$ cat config.mk
export PLATFORM = sky130hd
export DESIGN_NAME = sender_flat
export DESIGN_NICKNAME = d
export VERILOG_FILES = /design/src/rtl/sender_pkg.sv /design/src/rtl/sender_if.sv /design/src/rtl/sender_xy_route.sv /design/src/rtl/sender.sv /design/src/flat_wrapper.sv
export SDC_FILE = /design/constraint.sdc
export NUM_CORES = 1
export LEC_CHECK = 0
export CORE_ASPECT_RATIO = 0.75
export CORE_UTILIZATION = 45
export CTS_CLUSTER_SIZE = 12
export DETAILED_ROUTE_END_ITERATION = 10
export DONT_BUFFER_PORTS = 1
export GPL_ROUTABILITY_DRIVEN = 0
export PLACE_DENSITY = 0.58
export SLEW_MARGIN = 20
export SYNTH_ARGS = -nofsm -noshare
export SYNTH_HDL_FRONTEND = slang
export SYNTH_SLANG_ARGS = --single-unit
$ cat constraint.sdc
create_clock -name clk -period 15.9 [get_ports clk]
set_clock_uncertainty 0.2 [all_clocks]
set_input_delay 3.18 -clock clk [delete_from_list [all_inputs] [get_ports clk]]
set_output_delay 3.18 -clock clk [all_outputs]
set_load 0.05 [all_outputs]
$ cat src/rtl/sender_pkg.sv
// Shared definitions for the PGNoC switch output stage.
//  - state_e   : sender FSM states
//  - PORT_*    : mesh port indices (local port index is PORTS_NUM)
//  - ADDR_LSB  : destination address offset within a flit (tail bit sits at ADDR_SIZE)
//  - flit_bus_size() : flit width from payload and address widths
package sender_pkg;

  typedef enum logic [1:0] {
    IDLE  = 2'd0,
    FETCH = 2'd1,
    LOAD  = 2'd2,
    SEND  = 2'd3
  } state_e;

  localparam int unsigned PORT_N = 0;
  localparam int unsigned PORT_E = 1;
  localparam int unsigned PORT_S = 2;
  localparam int unsigned PORT_W = 3;

  localparam int unsigned ADDR_LSB = 0;

  // Flit = data | tail | dest addr
  function automatic int unsigned flit_bus_size(input int unsigned data_size,
                                                input int unsigned addr_size);
    return data_size + addr_size + 1;
  endfunction

endpackage

$ cat src/rtl/sender_if.sv
// Bus bundle between the switch FIFO / downstream receivers and the sender.
//  is_empty     FIFO empty
//  data_i       FIFO read data (valid the cycle after rd_req)
//  rd_req       FIFO pop pulse
//  r_ready_in   per-port accept pulse from downstream receivers
//  wr_ready_out per-port flit-valid
//  data_o       per-port flit slices
//  stall_err    sticky watchdog flag
// master = sender side, slave = FIFO/receiver side.
interface sender_if
  import sender_pkg::*;
#(
  parameter int unsigned DATA_SIZE = 32,
  parameter int unsigned ADDR_SIZE = 4,
  parameter int unsigned PORTS_NUM = 4
);
  localparam int unsigned BUS_SIZE = flit_bus_size(DATA_SIZE, ADDR_SIZE);
  localparam int unsigned NPORTS   = PORTS_NUM + 1;

  logic                       is_empty;
  logic [BUS_SIZE-1:0]        data_i;
  logic                       rd_req;
  logic [NPORTS-1:0]          r_ready_in;
  logic [NPORTS-1:0]          wr_ready_out;
  logic [NPORTS*BUS_SIZE-1:0] data_o;
  logic                       stall_err;

  modport master (
    input  is_empty, data_i, r_ready_in,
    output rd_req, wr_ready_out, data_o, stall_err
  );

  modport slave (
    output is_empty, data_i, r_ready_in,
    input  rd_req, wr_ready_out, data_o, stall_err
  );

endinterface

$ cat src/rtl/sender_xy_route.sv
// Combinational XY router: resolves X first, then Y, else local.
//  addr   in  ADDR_SIZE  destination, [ADDR_SIZE-1:ADDR_SIZE/2]=Y, [ADDR_SIZE/2-1:0]=X
//  port_c out PW         output port index (0=N 1=E 2=S 3=W, PORTS_NUM=local)
module sender_xy_route
  import sender_pkg::*;
#(
  parameter int unsigned ADDR_SIZE = 4,
  parameter int unsigned PORTS_NUM = 4,
  parameter int unsigned NODE_X    = 0,
  parameter int unsigned NODE_Y    = 0,
  parameter int unsigned PW        = $clog2(PORTS_NUM + 1)
) (
  input  logic [ADDR_SIZE-1:0] addr,
  output logic [PW-1:0]        port_c
);
  localparam int unsigned HW = ADDR_SIZE / 2;
  localparam logic [HW-1:0] NX = HW'(NODE_X);
  localparam logic [HW-1:0] NY = HW'(NODE_Y);

  logic [HW-1:0] dx;
  logic [HW-1:0] dy;

  assign dx = addr[0 +: HW];
  assign dy = addr[HW +: HW];

  always_comb begin
    port_c = PW'(PORTS_NUM);
    if (dx > NX)      port_c = PW'(PORT_E);
    else if (dx < NX) port_c = PW'(PORT_W);
    else if (dy > NY) port_c = PW'(PORT_S);
    else if (dy < NY) port_c = PW'(PORT_N);
  end

endmodule

$ cat src/rtl/sender.sv
// PGNoC switch output stage: pops flits from the switch FIFO, XY-routes each
// packet on its head flit and holds the chosen port until the tail is accepted.
//  clk    in  clock, rising edge
//  a_rst  in  asynchronous active-high reset
//  bus    sender_if.master (FIFO read side + per-port flit handshake)
// Optional: define SENDER_WATCHDOG_EN to add the SEND-stall watchdog
// (WD_CYCLES parameter, sticky stall_err); otherwise stall_err is tied 0.
module sender
  import sender_pkg::*;
#(
  parameter int unsigned DATA_SIZE = 32,
  parameter int unsigned ADDR_SIZE = 4,
  parameter int unsigned PORTS_NUM = 4,
  parameter int unsigned NODE_X    = 0,
  parameter int unsigned NODE_Y    = 0
`ifdef SENDER_WATCHDOG_EN
  ,
  parameter int unsigned WD_CYCLES = 255
`endif
) (
  input logic      clk,
  input logic      a_rst,
  sender_if.master bus
);
  localparam int unsigned BUS_SIZE = flit_bus_size(DATA_SIZE, ADDR_SIZE);
  localparam int unsigned NPORTS   = PORTS_NUM + 1;
  localparam int unsigned PW       = $clog2(NPORTS);
  localparam int unsigned TAIL_BIT = ADDR_SIZE;

  state_e                     state_q, state_d;
  logic [PW-1:0]              port_q, port_d, route_c;
  logic [BUS_SIZE-1:0]        flit_q, flit_d;
  logic                       head_q, head_d;
  logic                       rd_req_c;
  logic                       accept_c;
  logic [NPORTS-1:0]          wr_d, wr_q;
  logic [NPORTS*BUS_SIZE-1:0] data_d, data_q;

  sender_xy_route #(
    .ADDR_SIZE(ADDR_SIZE),
    .PORTS_NUM(PORTS_NUM),
    .NODE_X   (NODE_X),
    .NODE_Y   (NODE_Y),
    .PW       (PW)
  ) u_route (
    .addr  (bus.data_i[ADDR_LSB +: ADDR_SIZE]),
    .port_c(route_c)
  );

  // Only the locked port's accept counts
  assign accept_c = bus.r_ready_in[port_q];

  // State register
  always_ff @(posedge clk or posedge a_rst) begin
    if (a_rst) begin
      state_q <= IDLE;
      port_q  <= PW'(PORTS_NUM);
      flit_q  <= '0;
      head_q  <= 1'b0;
    end else begin
      state_q <= state_d;
      port_q  <= port_d;
      flit_q  <= flit_d;
      head_q  <= head_d;
    end
  end

  // Next state; head_q remembers whether the pending load opens a packet
  always_comb begin
    state_d  = state_q;
    port_d   = port_q;
    flit_d   = flit_q;
    head_d   = head_q;
    rd_req_c = 1'b0;
    case (state_q)
      IDLE: if (!bus.is_empty) begin
        rd_req_c = 1'b1;
        head_d   = 1'b1;
        state_d  = LOAD;
      end
      FETCH: if (!bus.is_empty) begin
        rd_req_c = 1'b1;
        head_d   = 1'b0;
        state_d  = LOAD;
      end
      LOAD: begin
        flit_d = bus.data_i;
        if (head_q) port_d = route_c;
        state_d = SEND;
      end
      SEND: if (accept_c) state_d = flit_q[TAIL_BIT] ? IDLE : FETCH;
      default: state_d = IDLE;
    endcase
  end

  // Port outputs are registered from next-state values
  always_comb begin
    wr_d   = '0;
    data_d = '0;
    if (state_d == SEND) begin
      for (int p = 0; p < int'(NPORTS); p++) begin
        if (port_d == PW'(p)) begin
          wr_d[p]                       = 1'b1;
          data_d[p*BUS_SIZE +: BUS_SIZE] = flit_d;
        end
      end
    end
  end

  always_ff @(posedge clk or posedge a_rst) begin
    if (a_rst) begin
      wr_q   <= '0;
      data_q <= '0;
    end else begin
      wr_q   <= wr_d;
      data_q <= data_d;
    end
  end

  // FIFO pop must land data in LOAD, so it is decoded directly; masked in reset
  assign bus.rd_req       = rd_req_c & ~a_rst;
  assign bus.wr_ready_out = wr_q;
  assign bus.data_o       = data_q;

`ifdef SENDER_WATCHDOG_EN
  logic [7:0] wd_cnt_q, wd_cnt_d;
  logic       stall_q;

  // Counts SEND cycles without accept; cleared outside SEND, saturates
  always_comb begin
    wd_cnt_d = wd_cnt_q;
    if (state_q != SEND)                   wd_cnt_d = '0;
    else if (!accept_c && wd_cnt_q != '1)  wd_cnt_d = wd_cnt_q + 8'd1;
  end

  always_ff @(posedge clk or posedge a_rst) begin
    if (a_rst) begin
      wd_cnt_q <= '0;
      stall_q  <= 1'b0;
    end else begin
      wd_cnt_q <= wd_cnt_d;
      if (state_q == SEND && wd_cnt_d == 8'(WD_CYCLES)) stall_q <= 1'b1;
    end
  end

  assign bus.stall_err = stall_q;
`else
  assign bus.stall_err = 1'b0;
`endif

endmodule

$ cat src/flat_wrapper.sv
// flat-port wrapper written by rule: the top's interface ports become plain ports
module sender_flat import sender_pkg::*;
#(
  parameter int unsigned DATA_SIZE = 32,
  parameter int unsigned ADDR_SIZE = 4,
  parameter int unsigned PORTS_NUM = 4,
  parameter int unsigned NODE_X    = 0,
  parameter int unsigned NODE_Y    = 0

)
  (clk, a_rst, bus_is_empty, bus_data_i, bus_r_ready_in, bus_rd_req, bus_wr_ready_out, bus_data_o, bus_stall_err);
  sender_if #(.DATA_SIZE(DATA_SIZE), .ADDR_SIZE(ADDR_SIZE), .PORTS_NUM(PORTS_NUM)) bus_i ();
  input logic clk;
  input logic a_rst;
  input wire logic [$bits(bus_i.is_empty)-1:0] bus_is_empty;
  input wire logic [$bits(bus_i.data_i)-1:0] bus_data_i;
  input wire logic [$bits(bus_i.r_ready_in)-1:0] bus_r_ready_in;
  output wire logic [$bits(bus_i.rd_req)-1:0] bus_rd_req;
  output wire logic [$bits(bus_i.wr_ready_out)-1:0] bus_wr_ready_out;
  output wire logic [$bits(bus_i.data_o)-1:0] bus_data_o;
  output wire logic [$bits(bus_i.stall_err)-1:0] bus_stall_err;
  assign bus_i.is_empty = bus_is_empty;
  assign bus_i.data_i = bus_data_i;
  assign bus_i.r_ready_in = bus_r_ready_in;
  assign bus_rd_req = bus_i.rd_req;
  assign bus_wr_ready_out = bus_i.wr_ready_out;
  assign bus_data_o = bus_i.data_o;
  assign bus_stall_err = bus_i.stall_err;
  sender #(.DATA_SIZE(DATA_SIZE), .ADDR_SIZE(ADDR_SIZE), .PORTS_NUM(PORTS_NUM), .NODE_X(NODE_X), .NODE_Y(NODE_Y)) u_core (.clk(clk), .a_rst(a_rst), .bus(bus_i));
endmodule
## Word-level counts from Yosys, hierarchy flattened

Cells that the tools add are included.

- Eq/ne operators: 10
- Reduce and logical (&&, ||, !) cells: 5
- Muxes and demuxes: 30
- Bitwise logic cells: 2
- Order comparisons: 5

Operator list:

| operator | number |
|---|---|
| $mux 37 | 6 |
| $mux 185 | 1 |
| $mux 3 | 6 |
| $mux 1 | 11 |
| $eq 2x2->1 const B | 3 |
| $eq 3x2->1 const B | 2 |
| $pmux 2 s3 | 1 |
| $mux 5 | 1 |
| $gt 2x1->1 const B | 2 |
| $lt 2x1->1 const B | 2 |
| $lt 3x4->1 const B | 1 |
| $mux 2 | 2 |
| $ne 2x2->1 const B | 2 |
| $bmux 1 s3 | 1 |
| $eq 3x1->1 const B | 1 |
| $eq 3x3->1 const B | 1 |
| $logic_not 3->1 | 1 |
| $reduce_and 3->1 | 1 |
| $eq 2x1->1 const B | 1 |
| $logic_not 2->1 | 1 |
| $pmux 1 s2 | 1 |
| $reduce_bool 2->1 | 1 |
| $reduce_or 2->1 | 1 |
| $and 1x1->1 | 1 |
| $not 1->1 | 1 |

- Output and inout bits: 192
- Bits in registers: 233
- Logic and storage cells: 58

## Logic depth before layout (Yosys ltp)

Gate-level depths: netlist of the first run.

- Depth after elaboration: 10
- Depth in mapped cells: 7
- Gate-level depth less buffers: 4

## Hierarchy

Synthesis of the first run repeated with hierarchy kept, for this count alone.

- Cells, all modules: 568
- Area total of the unflattened synthesis: 7694.9 µm²

By module, submodules not included:

| module | times used | cells each | area an instance (µm²) |
|---|---|---|---|
| sender | 1 | 564 | 7666.1 |
| sender_xy_route | 1 | 4 | 28.8 |

## Worst setup path before layout of the first run

Ideal clock, no wire load.

- Path kind: input port to output port
- Start point: input bus_is_empty
- End point: output bus_rd_req
- Arrival: 4.277 ns
- Stages: 1
- Setup slack: 8.243 ns
- Path buffers: 0
- Cells stage by stage: nor3_1

- Longest elaborated chain between the ends: 3

Ends and longest elaborated chain:

| what | RTL line | text |
|---|---|---|
| from (decl) | flat_wrapper.sv:15 | `input wire logic [$bits(bus_i.is_empty)-1:0] bus_is_empty;` |
| $mux 1 | sender.sv:76, sender.sv:81 |  |
| $mux 1 | n/a |  |
| $and 1x1->1 | sender.sv:121 | `assign bus.rd_req = rd_req_c & ~a_rst;` |
| to (decl) | flat_wrapper.sv:18 | `output wire logic [$bits(bus_i.rd_req)-1:0] bus_rd_req;` |

No other way between the ends.

## Worst setup path in the final report of the first run

Ends and elaborated chain as after synthesis.

==> results of run 1 <==
## logic make-up (layout without fill, tap and decap cells)
logic type,Yosys count,after routing
multiplexers,40,40
AND/OR/NAND/NOR,209,209
other,1,1
buffers and inverters,80,86
AO/OA/AOI/OAI,13,13
flip-flops,233,233
## flip-flops by register name, summed over array words and instances, names as in the netlist
name / cells
u_core.state_q: 2
u_core.bus.wr_ready_out: 5
u_core.flit_q: 37
u_core.port_q: 3
u_core.bus.data_o: 185
u_core.head_q: 1
## layer usage
| metal | part of all wire | GRT usage | vias up |
|---|---|---|---|
| met1 | 0.43 | 0.271 | 2171 |
| met3 | 0.082 | 0.0669 | 29 |
| met5 | 0 | 0 | - |
| li1 | - | - | 1852 |
| met2 | 0.47 | 0.311 | 181 |
| met4 | 0.021 | 0.0567 | 0 |
## power groups by stage
stage,Combinational (W),Sequential [W],Clock [W]
6_report,0.000464,0.00113,0.000477
5_1_grt,0.000518,0.00114,0.000510
4_1_cts,0.000469,0.00113,0.000490
3_5_place_dp,0.000469,0.00114,0
3_3_place_gp,0.000455,0.00114,0
2_1_floorplan,0.000361,0.00110,0
## worst min path at each step
| stage | startpoint | to | cells past startpoint |
|---|---|---|---|
| after floorplan | u_core.state_q[0] | u_core.head_q | 1 |
| final | u_core.port_q[2] | u_core.port_q[2] | 1 |
| after detailed placement | u_core.head_q | u_core.head_q | 2 |
| after global placement | u_core.head_q | u_core.head_q | 2 |
| after CTS | u_core.head_q | u_core.head_q | 2 |
| after global routing | u_core.port_q[2] | u_core.port_q[2] | 1 |
## layout by cell type, fill, tap and decap left out, types with 2 or more instances in the layout
| master | count |
|---|---|
| clkbuf_1 | 8 |
| a21o_1 | 3 |
| clkbuf_16 | 23 |
| mux2_2 | 2 |
| inv_1 | 41 |
| dfrtp_1 | 232 |
| mux2i_1 | 37 |
| nor2_2 | 19 |
| buf_6 | 2 |
| a21oi_1 | 2 |
| buf_4 | 8 |
| a31oi_4 | 4 |
| nand2_1 | 2 |
| clkbuf_8 | 2 |
| nor3_1 | 113 |
| nor2_1 | 65 |
## metrics by stage
step	total power, W	setup slack, ps	instances
finish	0.00207	8950	797
global route	0.00217	8910	797
CTS	0.00209	8930	797
detailed placement	0.00161	8940	763
global placement	0.00159	8930	763
floorplan	0.00146	6130	576
## layout make-up
class	count	area, µm²	share of cell area
Sequential cell	233	5830	0.679
Multi-Input combinational cell	263	1610	0.187
Clock buffer	33	633	0.0737
Tap cell	215	269	0.0313
Inverter	42	165	0.0192
Timing Repair Buffer	10	82.6	0.00961
Clock inverter	1	5.00	0.000582
==> impl_metrics.tcl, run 1 <==
set metrics [dict create \
    outcome "finished clean" \
    yosysUniqueCellTypes 32 \
    die_h_um 116 \
    core_area_um2 16800 \
    clk_latency_ps 500 \
    grt_max_degree 83 \
    wl_per_cell_um 22.0 \
    post_synth.cell_area_avg_um2 13.5 \
    holdWs_ps 371 \
    power_density_nw_per_um2 241 \
    syn_to_final_growth_pct 10.7 \
    p_switching_w 0.000951 \
    fp.dieW_um 154 \
    ys.flop_type "dfrtp_1" \
    crit_family "buffers and inverters" \
    synth_compound_area_frac 0.0143 \
    drive_gt1_frac 0.122 \
    slowest_stage "buf_4" \
    overflow 0 \
    worst_r2r_endpoint "u_core.bus.data_o[123]" \
    cts_root_buffer "clkbuf_16" \
    vias 4233 \
    tns_ps 0 \
    drc 0 \
    htree_levels 1 \
    cts_tree "yes" \
    slew_headroom 0.384 \
    r2r_slack_ps 13100 \
    slowest_delay_ps 220 \
    synth_top_area_share 0.748 \
    vdd.ir_drop.worst_v 0.000181 \
    yosys-mux-area-fraction 0.0535 \
    syn_inst 576 \
    postLayoutCoreUtil 0.511 \
    synth_fa_ha_area_frac 0 \
    routed_via_density 5.31 \
    synth_common_cells "232 x dfrtp_1, 113 x nor3_1, 65 x nor2_1" \
    synth.net_count 621 \
    synthXorXnorAreaFrac 0 \
    cp.required_ps 12520 \
    grt_pass1_wl_mm 26.9 \
    slew_viol_final 0 \
    worstRegToRegCells 5 \
    synth_edf_count 0 \
    path_depth 2 \
    p_leak_nw 4.20 \
    drtPass1Iterations 4 \
    endpoint "bus_rd_req" \
    antenna_cells 0 \
    grt_antenna_before_repair 0 \
    io_pins 237 \
    p_seq_frac 0.545 \
    crit_chain "nor3_1 -> buf_4" \
    clock.fmax_mhz 144 \
    placed_area_um2 7950 \
    grt_pass1_vias 4294 \
    clkTransAtPathRegs_ps 50 \
    cap_violations 0 \
    rows 41 \
    combPwrFrac 0.224 \
    design_area_um2 8590 \
    route.antenna.remaining_nets 0 \
    nNetsFinal 618 \
    dieArea_um2 17800 \
    synth_top_family_by_area "simple AND/OR/NAND/NOR gates" \
    critical_path_class "in -> out" \
    clkPwrFrac 0.231 \
    end_kind "primary output" \
    synth_seq_area_share 0.751 \
    cts_resized 0 \
    yosysMostFrequentCell "dfrtp_1" \
    initial_utilization 0.461 \
    yosys.area.top_type "dfrtp_1" \
    cts_setup_buffers 0 \
    p_int_w 0.00112 \
    swShare 0.460 \
    clk_path_buf_depth 3 \
    port_buffers 0 \
    arrival_ps 3570 \
    reg2reg_from "u_core.port_q[0]" \
    num-fill-cells 1437 \
    clock-sinks 233 \
    yosysWarnings 0 \
    synth_async_sr_flop_share 1.00 \
    wirelength_mm 17.6 \
    finalSetupViolCount 0 \
    rsz0062_at_grt "false" \
    crit_fanout 4 \
    finalHoldViolations 0 \
    worst_slew_pin_slew_ps 921 \
    synth_seq_cells 233 \
    startpoint "bus_is_empty" \
    min_period_ps 6950 \
    synth-simple-area-share 0.131 \
    start_kind "primary input" \
    syn-cell-area_um2 7760 \
    crit_buf_inv 1 \
    hold_path.class "reg -> reg" \
    place_hpwl_mm 11.1 \
    drt_iter0_drc 175 \
    grt_usage 0.200 \
    synthTopCellsByArea "dfrtp_1 75%, nor3_1 7.3%, mux2i_1 4.8%" \
    cts_hold_buf 0 \
    finalCritPeriodShare 0.437 \
    cts_buffers 23 \
]
No activity file was read; power rests on OpenSTA's default activity.
==> run 2: changes to the inputs <==
- PLACE_DENSITY: 0.58 -> 0.6
- clock period: 15.9 -> 6.2 ns (I/O delays scaled with it)
==> run 2 against run 1 <==
Cell count rose by 0.38%. Design area up 0.86%. Non-clock buffer count decreased by 1. Critical path depth unchanged. Via count increased by 0.71%. Critical path type unchanged.
==> impl_metrics.tcl, run 2 (same netlist as run 1, synthesis figures left out) <==
set metrics [dict create \
    clock.fmax_mhz 325 \
    crit_family "buffers and inverters" \
    slowest_delay_ps 220 \
    outcome "finished clean" \
    worstRegToRegCells 4 \
    reg2reg_from "u_core.state_q[1]" \
    vdd.ir_drop.worst_v 0.000335 \
    finalCritPeriodShare 0.496 \
    grt_pass1_wl_mm 26.3 \
    nNetsFinal 618 \
    syn_to_final_growth_pct 11.7 \
    worst_r2r_endpoint "u_core.bus.data_o[179]" \
    end_kind "primary output" \
    crit_fanout 4 \
    final_common_cell "dfrtp_1" \
    fp.dieW_um 154 \
    rsz0062_at_grt "false" \
    grt_pass1_vias 4295 \
    cts_buffers 24 \
    routed_via_density 5.33 \
    grt_antenna_before_repair 0 \
    path_depth 2 \
    port_buffers 0 \
    wl_per_cell_um 21.8 \
    start_kind "primary input" \
    critical_path_class "in -> out" \
    route.antenna.remaining_nets 0 \
    num-fill-cells 1424 \
    finalSetupViolCount 0 \
    drtPass1Iterations 5 \
    dieArea_um2 17800 \
    final_cell_mix "232 x dfrtp_1, 113 x nor3_1, 65 x nor2_1" \
    io_pins 237 \
    slew_viol_final 0 \
    holdWs_ps 356 \
    initial_utilization 0.461 \
    slew_headroom 0.348 \
    arrival_ps 1630 \
    cts_root_buffer "clkbuf_16" \
    drc 0 \
    power_density_nw_per_um2 622 \
    slowest_stage "buf_4" \
    wirelength_mm 17.4 \
    tns_ps 0 \
    hold_path.class "reg -> reg" \
    clk_path_buf_depth 3 \
    clkTransAtPathRegs_ps 60 \
    drt_iter0_drc 202 \
    crit_chain "nor3_1 -> buf_4" \
    endpoint "bus_rd_req" \
    startpoint "bus_is_empty" \
    multi_input_area_um2 1610 \
    cts_setup_buffers 0 \
    place_hpwl_mm 10.9 \
    cts_hold_buf 0 \
    min_period_ps 3070 \
    regArea_um2 5830 \
    vias 4263 \
    rows 41 \
    cts_tree "yes" \
    crit_buf_inv 1 \
    cap_violations 0 \
    grt_usage 0.196 \
    finalHoldViolations 0 \
    r2r_slack_ps 3310 \
    largest_reg_flops 185 \
    cts_resized 0 \
    htree_levels 1 \
    grt_max_degree 127 \
    drive_gt1_frac 0.128 \
    cp.required_ps 4760 \
    core_area_um2 16800 \
    overflow 0 \
    die_h_um 116 \
    clk_latency_ps 500 \
    worst_slew_pin_slew_ps 974 \
    p_leak_nw 4.23 \
    antenna_cells 0 \
    clock-sinks 233 \
]
## run 2: worst min path at each step
stage	from	endpoint	slack [ps]	cells after the start
floorplan	u_core.state_q[0]	u_core.head_q	290	1
global placement	u_core.head_q	u_core.head_q	330	2
detailed placement	u_core.head_q	u_core.head_q	350	2
CTS	u_core.head_q	u_core.head_q	370	2
global route	u_core.port_q[2]	u_core.port_q[2]	400	1
finish	u_core.head_q	u_core.head_q	360	2
## run 2: cell type report
class | instances | share of cell area
multi-input cells | 263 | 0.186
flip-flops and latches | 233 | 0.673
clock inverters | 3 | 0.00202
clock buffers | 35 | 0.0800
well taps | 215 | 0.0310
inverters | 42 | 0.0186
repair buffers | 9 | 0.00924
## run 2: per-stage QoR
| stage | cells | cell area, µm² | power, W | util | worst slack (ps) |
|---|---|---|---|---|---|
| after floorplan | 576 | 7770 | 0.00376 | - | 1710 |
| after CTS | 800 | 8660 | 0.00544 | 0.515 | 3070 |
| final | 800 | 8670 | 0.00539 | 0.515 | 3130 |
| after detailed placement | 762 | 7950 | 0.00412 | 0.472 | 2550 |
| after global routing | 800 | 8670 | 0.00564 | 0.515 | 3120 |
| after global placement | 762 | 7950 | 0.00408 | 0.472 | 2690 |
## run 2: power breakdown
group | total [W] | switching, W | internal, W
Combinational | 0.00120 | 0.000911 | 0.000289
Clock | 0.00131 | 0.000539 | 0.000766
Sequential | 0.00289 | 0.00101 | 0.00188
Total | 0.00539 | 0.00246 | 0.00293
## run 2: layer usage
metal | track usage | vias up | part of all wire
li1 | - | 1864 | -
met1 | 0.257 | 2183 | 0.41
met2 | 0.315 | 184 | 0.48
met3 | 0.0639 | 32 | 0.084
met4 | 0.0593 | 0 | 0.027
met5 | 0 | - | 0
